File: config.mk
export PLATFORM = sky130hd
export DESIGN_NAME = and3_sweep_ctrl
export DESIGN_NICKNAME = d
export VERILOG_FILES = /design/src/rtl/and3_sweep_pkg.sv /design/src/rtl/and3_sweep_ctrl.sv
export SDC_FILE = /design/constraint.sdc
export NUM_CORES = 1
export LEC_CHECK = 0
export CAP_MARGIN = 40
export CORE_MARGIN = 1.5
export CORE_UTILIZATION = 55
export DETAILED_ROUTE_END_ITERATION = 10
export GPL_TIMING_DRIVEN = 0
export PLACE_DENSITY = 0.89
export SLEW_MARGIN = 20
export SYNTH_ARGS = -nofsm -noshare
export SYNTH_HDL_FRONTEND = slang
export SYNTH_SLANG_ARGS = --single-unit
File: constraint.sdc
create_clock -name clk -period 2.9 [get_ports clk]
set_input_delay 0.58 -clock clk [delete_from_list [all_inputs] [get_ports clk]]
set_output_delay 0.58 -clock clk [all_outputs]
set_load 0.03 [all_outputs]
File: src/rtl/and3_sweep_pkg.sv
// Shared types and sizing for the 3-input AND gate sweep controller.
package and3_sweep_pkg;

  typedef enum logic [1:0] {
    ST_IDLE   = 2'd0,
    ST_SETTLE = 2'd1,
    ST_CHECK  = 2'd2,
    ST_DONE   = 2'd3
  } state_t;

  localparam int unsigned NUM_VECTORS = 8;
  localparam int unsigned VEC_W       = 3;
  localparam int unsigned ERR_W       = 4;
  localparam int unsigned CNT_W       = 4;

  localparam logic [VEC_W-1:0] VEC_LAST = VEC_W'(NUM_VECTORS - 1);
  localparam logic [ERR_W-1:0] ERR_MAX  = ERR_W'(NUM_VECTORS);

endpackage

File: src/rtl/and3_sweep_ctrl.sv
// Walks {x,y,w} through 000..111, samples z after a settle window and
// accumulates mismatch statistics against the ideal AND of the vector.
module and3_sweep_ctrl
  import and3_sweep_pkg::*;
#(
  parameter int unsigned SETTLE_CYCLES = 2
) (
  input  logic             clk,
  input  logic             rst_n,
  input  logic             start,
  input  logic             z,
  output logic             x,
  output logic             y,
  output logic             w,
  output logic             busy,
  output logic             done,
  output logic             pass,
  output logic [ERR_W-1:0] err_count,
  output logic [VEC_W-1:0] first_fail_vec,
  output state_t           state_dbg
);

  // Handshake: start is a level sampled on a rising edge; it is accepted only
  // when the FSM is in IDLE, otherwise dropped. busy rises on the accepting
  // edge and falls on the same edge that raises the one-cycle done pulse.

  localparam logic [CNT_W-1:0] CNT_LAST = CNT_W'(SETTLE_CYCLES - 1);

  state_t           state, state_next;
  logic [VEC_W-1:0] vec, vec_next;
  logic [CNT_W-1:0] cnt, cnt_next;
  logic             mismatch;
  logic             drive_vec;

  always_ff @(posedge clk or negedge rst_n) begin
    if (!rst_n) state <= ST_IDLE;
    else        state <= state_next;
  end

  always_comb begin
    state_next = state;
    vec_next   = vec;
    cnt_next   = cnt;
    case (state)
      ST_IDLE: begin
        if (start) begin
          state_next = ST_SETTLE;
          vec_next   = '0;
          cnt_next   = '0;
        end
      end
      ST_SETTLE: begin
        if (cnt == CNT_LAST) begin
          state_next = ST_CHECK;
          cnt_next   = '0;
        end else begin
          cnt_next = cnt + 1'b1;
        end
      end
      ST_CHECK: begin
        if (vec == VEC_LAST) begin
          state_next = ST_DONE;
        end else begin
          state_next = ST_SETTLE;
          vec_next   = vec + 1'b1;
          cnt_next   = '0;
        end
      end
      ST_DONE: state_next = ST_IDLE;
      default: state_next = ST_IDLE;
    endcase
  end

  // z only matters on the edge that closes a CHECK cycle.
  assign mismatch  = (state == ST_CHECK) && (z != (&vec));
  assign drive_vec = (state_next == ST_SETTLE) || (state_next == ST_CHECK);

  always_ff @(posedge clk or negedge rst_n) begin
    if (!rst_n) begin
      vec            <= '0;
      cnt            <= '0;
      x              <= 1'b0;
      y              <= 1'b0;
      w              <= 1'b0;
      busy           <= 1'b0;
      done           <= 1'b0;
      pass           <= 1'b0;
      err_count      <= '0;
      first_fail_vec <= '0;
    end else begin
      vec       <= vec_next;
      cnt       <= cnt_next;
      done      <= 1'b0;
      {x, y, w} <= drive_vec ? vec_next : '0;
      if (state == ST_IDLE && start) begin
        busy           <= 1'b1;
        pass           <= 1'b0;
        err_count      <= '0;
        first_fail_vec <= '0;
      end
      if (mismatch) begin
        if (err_count != ERR_MAX) err_count <= err_count + 1'b1;
        if (err_count == '0)      first_fail_vec <= vec;
      end
      // The DONE cycle publishes its results on the edge that leaves it.
      if (state == ST_DONE) begin
        done <= 1'b1;
        busy <= 1'b0;
        pass <= (err_count == '0);
      end
    end
  end

  assign state_dbg = state;

endmodule

==> impl_metrics.yaml <==
global_routing:
  grt_pass1_wl_mm: 3.79
  globalRouteTotalUtil: 0.206
  globalRoute.totalOverflow: 0
  number_of_global_route_vias_before_repair: 878
  grt_antenna_before_repair: 0
  maximum_number_of_pins_on_one_net_before_global_route_repair: 13
logic_synthesis:
  asyncSetResetFlopFracSynth: 1.00
  synth_largest_type_area_fraction: 0.485
  syn_area_per_cell_um2: 10.6
  synth_warnings: 0
  postSynthCellCount: 107
  ys_top_cells_by_count: "22 x sky130_fd_sc_hd__dfrtp_1, 12 x sky130_fd_sc_hd__nand2_1, 10 x sky130_fd_sc_hd__inv_1"
  dominant_cell_by_count_in_the_synthesized_netlist: "sky130_fd_sc_hd__dfrtp_1"
  post_synth_num_cell_types: 33
  yosysSeqAreaShare: 0.485
  dominantRegCellSynth: "sky130_fd_sc_hd__dfrtp_1"
  syn_nets: 116
  syn_area_mm2: 0.00113
  main_area_contributors_after_synthesis: "sky130_fd_sc_hd__dfrtp_1 49%, sky130_fd_sc_hd__mux2i_1 7.9%, sky130_fd_sc_hd__ha_1 5.5%"
  synth_seq_cells: 22
  synth_enable_flop_cells: 0
  yosysTopAreaCell: "sky130_fd_sc_hd__dfrtp_1"
placement:
  dpl.hpwl_mm: 1.71
  placed_cells: 153
  place.gp.congestion: 0.799
  placement.cell_area_mm2: 0.00136
  post-place-ws_ps: 993
  placement.io_buffers: 18
final_layout:
  register_area_um2: 551
  syn_to_final_growth_pct: 23.4
  layout.cells.non_filler: 157
  multi_input_comb_area_um2: 514
  final_stage_net_count: 140
  n_fill_cell: 160
  layout.core_utilization: 0.714
  post_route_cells_drive_above_1_share: 0.115
  number_of_diodes_added_for_antenna_fixing: 0
  layout.cell_area.non_filler_mm2: 0.00140
sta:
  worstMarginPinSlew_ps: 525
  hold_viol_final: 0
  fin_skew_ps: 4.23
  setup_viol: 0
  final.hold.worst_slack_ps: 534
  setup_total_negative_slack_ps: 0
  grt_setup_unrepaired: "false"
  period_minus_slack_ps: 2040
  upper_clock_frequency_limit_ghz: 0.490
  post-route-period-util: 0.704
  final_critical_path_setup_slack_ps: 859
  final-max-slew-violation-count: 0
  timing.slew.headroom: 0.649
route:
  drtIter0Drc: 16
  vias_per_cell: 5.65
  drt_wl_total_mm: 2.23
  detail-route-antenna-nets: 0
  drtPass1Iterations: 4
  post-route-drc-count: 0
  drt-wirelength-per-cell_um: 14.2
  detailroute.via_count: 887
floorplan:
  io_pins: 19
  fp.dieW_um: 48.4
  die_area_mm2: 0.00234
  core-area_mm2: 0.00196
  fp.dieH_um: 48.4
  rows: 16
  floorplan.initialDensity: 0.578
worst_setup_path:
  cp_slowest_cell: "sky130_fd_sc_hd__clkdlybuf4s50_1"
  critical_path_cell_list: "clkdlybuf4s50_1"
  critical_path.startpoint_type: "flip-flop"
  timing_worst_setup_path_type: "reg2out"
  worst_path_largest_cell_delay_ps: 710
  cp_arrival_ps: 1460
  rrSetupSlack_ps: 1380
  cp.buffers_inverters: 1
  cp_max_fo: 6
  wp_data_required_ps: 2320
  endpoint_kind: "output pin"
  path_delay_family: "buffers and inverters"
clock_network:
  cts_made_buffers: 3
  cts_post_setup_buffers_inserted: 0
  cts_num_sinks: 22
  ctsLongestPathBuffers: 2
  cts_tree: "built"
  ctsHoldBuffers: 0
  postCtsResizedCells: 0
  clk-insertion-delay-late_ps: 310
  cts-root-buf: "sky130_fd_sc_hd__clkbuf_4"
  cts_max_level: 1
  clock_slew_at_reported_path_ffs_ps: 120
pwr:
  cell_internal_power_dissipation_mw: 0.704
  sequential_share_of_power: 0.370
  switching_power_mw: 0.477
  power_leakage_nw: 0.662
  clkPwrFrac: 0.143
  power.share.switching: 0.404
  combinationalPowerShare: 0.487
  worst_ir_drop_vdd_uv: 480
  p_per_area_mw_per_mm2: 843
  totalPowerFinal_mw: 1.18
flow_run:
  cap_viol_max_count: 0
hold_path:
  hp-class: "reg2reg"
status:
  run_status: "finished clean"
## path summary, 6_finish.rpt
check                                            start                     endpoint  depth (start not counted)
min in group asynchronous                        rst_n               done$_DFF_PN0_                          1
worst min register to register        busy$_DFFE_PN0P_             busy$_DFFE_PN0P_                          2
worst min-delay path                  busy$_DFFE_PN0P_             busy$_DFFE_PN0P_                          2
worst max-delay path            err_count[0]$_DFF_PN0_                 err_count[0]                          1
worst max register to register        vec[0]$_DFF_PN0_  first_fail_vec[2]$_DFF_PN0_                          4
max in group asynchronous                        rst_n  first_fail_vec[0]$_DFF_PN0_                          2
## routing by layer
| metal | track usage | vias to the layer above | part of all wire |
|---|---|---|---|
| met3 | 0.0278 | 11 | 0.029 |
| met5 | 0 | - | 0 |
| met1 | 0.233 | 427 | 0.44 |
| met4 | 0.0857 | 0 | 0.018 |
| met2 | 0.389 | 25 | 0.52 |
| li1 | - | 424 | - |
## registers in the layout, indices dropped and copies added (netlist names), 2 cells and up
register / count
cnt: 4
err_count: 4
first_fail_vec: 3
vec: 3
state_dbg: 2
## cell type report
class                           instances  share of cell area
Timing Repair Buffer                   19               0.139
Tap cell                               27              0.0241
Clock buffer                            4              0.0259
Multi-Input combinational cell         71               0.367
Inverter                               10              0.0268
Buffer                                  4              0.0232
Sequential cell                        22               0.393
## power groups by stage
stage,Sequential [mW],Combinational (mW),Clock [mW]
after floorplan,0.528,0.305,0
after global placement,0.439,0.554,0
after detailed placement,0.443,0.575,0
after CTS,0.437,0.577,0.171
after global routing,0.445,0.615,0.184
final,0.436,0.575,0.169
## kinds of logic after synthesis
family / Yosys count / synth area share
flip-flops: 22 / 0.485
multiplexers: 9 / 0.0794
XOR/XNOR: 1 / 0.00772
AND/OR/NAND/NOR: 32 / 0.149
adder cells (fa/ha/maj): 5 / 0.0551
AO/OA/AOI/OAI: 24 / 0.162
buffers and inverters: 14 / 0.0617
## layout by cell type (no fill, tap or decap)
| master | n |
|---|---|
| sky130_fd_sc_hd__mux2i_1 | 9 |
| sky130_fd_sc_hd__clkdlybuf4s50_1 | 18 |
| sky130_fd_sc_hd__or3b_1 | 2 |
| sky130_fd_sc_hd__dfrtp_1 | 22 |
| sky130_fd_sc_hd__buf_8 | 1 |
| sky130_fd_sc_hd__nand2_1 | 12 |
| sky130_fd_sc_hd__a21oi_1 | 2 |
| sky130_fd_sc_hd__nor2b_1 | 2 |
| sky130_fd_sc_hd__a211o_2 | 1 |
| sky130_fd_sc_hd__a2bb2oi_1 | 1 |
| sky130_fd_sc_hd__o21ai_0 | 3 |
| sky130_fd_sc_hd__o211ai_1 | 2 |
| sky130_fd_sc_hd__o22ai_1 | 4 |
| sky130_fd_sc_hd__and3b_4 | 1 |
| sky130_fd_sc_hd__clkbuf_4 | 3 |
| sky130_fd_sc_hd__a21oi_2 | 1 |
| sky130_fd_sc_hd__xor2_1 | 1 |
| sky130_fd_sc_hd__nand3_1 | 2 |
| sky130_fd_sc_hd__a21bo_2 | 1 |
| sky130_fd_sc_hd__nor2_1 | 4 |
| sky130_fd_sc_hd__buf_2 | 2 |
| sky130_fd_sc_hd__buf_6 | 2 |
| sky130_fd_sc_hd__o221ai_1 | 2 |
| sky130_fd_sc_hd__and2_1 | 1 |
| sky130_fd_sc_hd__and3_1 | 1 |
| sky130_fd_sc_hd__nand2b_1 | 4 |
| sky130_fd_sc_hd__clkbuf_8 | 1 |
| sky130_fd_sc_hd__nand4_1 | 1 |
| sky130_fd_sc_hd__inv_1 | 10 |
| sky130_fd_sc_hd__ha_1 | 5 |
| sky130_fd_sc_hd__o211ai_2 | 1 |
| sky130_fd_sc_hd__o21ai_1 | 1 |
| sky130_fd_sc_hd__a22o_1 | 2 |
| sky130_fd_sc_hd__nor3b_1 | 1 |
| sky130_fd_sc_hd__o2bb2ai_1 | 2 |
| sky130_fd_sc_hd__nor3_1 | 1 |
| sky130_fd_sc_hd__a21boi_2 | 1 |
No activity file was read; power rests on OpenSTA's default activity.
==> RTL change 1, RTL diff (same settings) <==
`CNT_W`: 4 -> 6.
--- a/src/rtl/and3_sweep_pkg.sv
+++ b/src/rtl/and3_sweep_pkg.sv
@@ -12,5 +12,5 @@
   localparam int unsigned VEC_W       = 3;
   localparam int unsigned ERR_W       = 4;
-  localparam int unsigned CNT_W       = 4;
+  localparam int unsigned CNT_W       = 6;
 
   localparam logic [VEC_W-1:0] VEC_LAST = VEC_W'(NUM_VECTORS - 1);
Formal check against the unedited RTL: no difference found for any inputs over 10 cycles, from zero or initial values and one cycle with rst_n low; that may be too few to reach the edited logic, so the function may still have changed.
==> RTL change 1 against the unedited design <==
Sequential cell count increased by 2. Clock power increased by 44%. Wire length increased by 14%. Total power increased by 16%. Design area increased by 8.3%. Count of clock-buffer cells in the layout decreased by 1. Via count increased by 11%. Synthesized area increased by 8.8%. Synthesized cell count increased by 14%. Die area increased by 8.3%. Setup slack got worse by 110 ps. Non-clock buffer count decreased by 1. Highest routed layer unchanged.
==> RTL change 1: results (changes against the unedited design) <==
outcome=finished, final reports clean; hold_ws=532.5 ps (-1.429 ps); Synth cell types=35 (+6.1%); Worst-path clk slew=140 ps (+20 ps); FILL cells=161 (+0.63%); synth top area cells=dfrtp_1 (49%), ha_1 (5.1%), nand2_1 (4.6%); metal2 WL=1315 um (+14%); syn avg cell area=10.12 um^2 (-4.6%); placed insts=168 (+9.8%); Lkg Pwr=0.6936 nW (+4.7%); number of global-route vias before repair=1017 (+16%); final worst path period need=2154 ps (+113.2 ps); Reg2Reg Setup Slack=1320 ps (-60 ps); syn_nets=131 (+13%); post-synthesis sequential area ratio=0.4863 (+0.001206); clock skew=8.689 ps (+4.454 ps); Place WS=943.3 ps (-49.89 ps); fraction of layout cells with a size suffix above 1=0.08276 (-0.03263); Post-synth top cells=dfrtp_1 (24), nand2_1 (15), o21ai_0 (10); met1 WL=1063 um (+9.4%); Avg WL per Cell=14.85 um (+4.4%); Crit path largest cell delay=730 ps (+20 ps); First DRT Iteration DRCs=7 (-9); first-pass GRT wire length=4629 um (+22%); Avg Vias per Cell=5.733 (+1.5%); met3 routed WL=95 um (+46%); worst-path fanout max=10 (+4); Final Non-Filler Cells=172 (+9.6%); GRT Util Overall=0.2422 (+0.03574); placed wire-length estimate=1903 um (+11%)
-- RTL change 1: changes by cell type in the layout (fill, tap and decap cells not counted), sizes merged, moves of 3 or more --
cell / before / now
inv: 10 / 7
nand2: 12 / 15
mux2i: 9 / 4
a21o: 0 / 3
o21ai: 4 / 10
-- RTL change 1: metrics by stage --
step                      utilization  instance area (um^2)
final                          0.7426                  1516
after floorplan                     -                  1235
after global placement         0.7096                  1449
after CTS                      0.7426                  1516
after detailed placement       0.7169                  1464
after global routing           0.7426                  1516
-- RTL change 1: cells by family (layout without fill, tap and decap cells) --
family	Yosys count	count (layout)	synth area share
simple gates	44	44	0.1884
flops	24	24	0.4863
compound gates	35	35	0.1986
mux	4	4	0.03242
buf+inv	10	33	0.04357
fa+ha+maj	5	5	0.05066
-- RTL change 1: power by group --
part | internal (mW) | switching, mW | total [mW]
Combinational | 0.271 | 0.373 | 0.643
Sequential | 0.409 | 0.0759 | 0.485
Clock | 0.140 | 0.104 | 0.244
-- RTL change 1: final timing paths --
path,cells after the start,endpoint,from
worst max-delay path,1,state_dbg[0],state_dbg[0]
worst max register to register,5,first_fail_vec[0],vec[0]
max in group asynchronous,2,first_fail_vec[1],rst_n
worst min-delay path,2,busy,busy
min in group asynchronous,1,cnt[1],rst_n
worst min register to register,2,busy,busy
-- RTL change 1: layout make-up --
type	instances	area, um^2	area share
buffer	3	27.53	0.01815
clock buffer	3	22.52	0.01485
clock inverter	1	30.03	0.01980
inverter	7	26.28	0.01733
multi-input combinational	88	580.6	0.3828
sequential	24	600.6	0.3960
tap	27	33.78	0.02228
timing repair buffer	19	195.2	0.1287
-- RTL change 1: per-layer routing --
metal,up-vias,track usage
li1,481,-
met1,474,0.2871
met2,21,0.4276
met3,10,0.04762
met4,0,0.09910
met5,-,0
==> RTL change 2, RTL diff (config.mk and constraints unchanged) <==
Made on the original files. Register the inputs `start` and `z` before use, with the module's reset. The logic sees them one clock later. Comments in the files are not updated.
--- a/src/rtl/and3_sweep_ctrl.sv
+++ b/src/rtl/and3_sweep_ctrl.sv
@@ -27,4 +27,17 @@
   localparam logic [CNT_W-1:0] CNT_LAST = CNT_W'(SETTLE_CYCLES - 1);
 
+  logic start_q;
+  logic z_q;
+
+  always_ff @(posedge clk or negedge rst_n) begin
+    if (!rst_n) begin
+      start_q <= '0;
+      z_q     <= '0;
+    end else begin
+      start_q <= start;
+      z_q     <= z;
+    end
+  end
+
   state_t           state, state_next;
   logic [VEC_W-1:0] vec, vec_next;
@@ -44,5 +57,5 @@
     case (state)
       ST_IDLE: begin
-        if (start) begin
+        if (start_q) begin
           state_next = ST_SETTLE;
           vec_next   = '0;
@@ -73,5 +86,5 @@
 
   // z only matters on the edge that closes a CHECK cycle.
-  assign mismatch  = (state == ST_CHECK) && (z != (&vec));
+  assign mismatch  = (state == ST_CHECK) && (z_q != (&vec));
   assign drive_vec = (state_next == ST_SETTLE) || (state_next == ST_CHECK);
 
@@ -93,5 +106,5 @@
       done      <= 1'b0;
       {x, y, w} <= drive_vec ? vec_next : '0;
-      if (state == ST_IDLE && start) begin
+      if (state == ST_IDLE && start_q) begin
         busy           <= 1'b1;
         pass           <= 1'b0;
Formal check against the unedited RTL: not equivalent (Yosys sat finds a counterexample within 4 cycles, from zero or initial values and one cycle with rst_n low).
==> RTL change 2 against the unedited design <==
Setup slack lost 11 ps. Synthesized area up 3.1%. Design area grew 2.5%. Clock skew is 1.5 ps lower. Total power down 0.35%. Worst hold slack got worse by 43 ps. Sequential cell count grew 2. Wire length fell by 6.0%. Critical path type unchanged.
==> RTL change 2: results (changes against the unedited design) <==
outcome=finished, final reports clean; Worst-path clk slew=130 ps; placed wire-length estimate=1623 um (-5.1%); Lkg Pwr=0.7038 nW (+6.3%); DRT Pass-1 Iters=4 (unchanged); proportion of synthesized area in mux cells=0.05134 (-0.02805); number of global-route vias before repair=862 (-1.8%); Adder-Cell Fraction of Synth Area=0.05348 (-0.001651); Synth Area in Compound Gates=0.1455 (-0.01662); initial antenna violation count=0 (unchanged); clock skew=2.721 ps (-1.514 ps); synth top area cells=dfrtp_1 (51%), nand2_1 (5.5%), ha_1 (5.3%); post-synthesis sequential area ratio=0.5134 (+0.02825); pin count of the biggest net entering global routing=14 (+1); placed cell area=1399 um^2 (+2.6%); GPL Wtd Cong=0.8146 (+1.9%); GRT Util Overall=0.2041 (-0.002304); Diodes inserted=0 (unchanged); Place WS=1207 ps (+214.0 ps); port buffer count=18 (unchanged); Avg Vias per Cell=5.363 (-5.1%); fin nets=140 (unchanged); Slowest-stage cell, CP=clkdlybuf4s50_1; xor and xnor area share after synthesis=0 (-0.007718); First DRT Iteration DRCs=15 (-1); biggest regs=cnt (4), err_count (4); Post-CTS Hold Fix Bufs=0 (unchanged); # resized after CTS=0 (unchanged); WL final=2099 um (-6.0%); Post-synth top cells=dfrtp_1 (24), nand2_1 (17), inv_1 (7); Yosys Warn Count=0 (unchanged); first-pass GRT wire length=3684 um (-2.7%); max_slew headroom=0.6286 (-0.02015); Crit path largest cell delay=710 ps (about the same); syn avg cell area=10.93 um^2 (+3.1%); worst-path fanout max=6 (unchanged); VDD IR max=0.0005195 V (+8.1%)
==> RTL change 2: cell types whose count changed after synthesis, sizes merged, moves of 3 or more <==
cell / change
mux2i: -3
a21o: +3
inv: -3
o211ai: -3
nand2: +5
==> RTL change 2: path summary, 6_finish.rpt <==
| check | start | end | slack [ps] | cells past startpoint |
|---|---|---|---|---|
| worst max-delay path | err_count[2] | err_count[2] | 850 | 1 |
| worst min-delay path | cnt[3] | cnt[3] | 490 | 1 |
| worst max register to register | vec[0] | first_fail_vec[1] | 1220 | 5 |
| worst min register to register | cnt[3] | cnt[3] | 490 | 1 |
| max in group asynchronous | rst_n | first_fail_vec[0] | 1820 | 2 |
| min in group asynchronous | rst_n | x | 600 | 1 |
==> RTL change 2: power breakdown <==
part / internal [mW] / switching, mW / total, mW / leakage [nW]
Clock: 0.0769 / 0.0995 / 0.176 / 0.0210
Sequential: 0.405 / 0.0540 / 0.459 / 0.318
Combinational: 0.234 / 0.307 / 0.541 / 0.364
==> RTL change 2: cell families (layout without fill, tap and decap cells) <==
group,Yosys count,count (layout)
DFF,24,24
and+or+nand+nor,39,39
buffers and inverters,11,34
AOI/OAI and AO/OA,22,22
muxes,6,6
adders and majority gates,5,5
==> RTL change 2: cell type report <==
| cell class | instances | area [um^2] |
|---|---|---|
| Tap cell | 27 | 33.78 |
| Multi-Input combinational cell | 72 | 506.7 |
| Buffer | 3 | 27.53 |
| Timing Repair Buffer | 19 | 195.2 |
| Clock buffer | 4 | 36.28 |
| Inverter | 8 | 35.03 |
| Fill cell | 141 | 546.8 |
| Sequential cell | 24 | 600.6 |
==> RTL change 2: per-layer routing <==
metal	global-route usage	routed length [um]
met1	0.2341	881
met2	0.3581	1092
met3	0.04294	79
met4	0.1000	44
met5	0	0
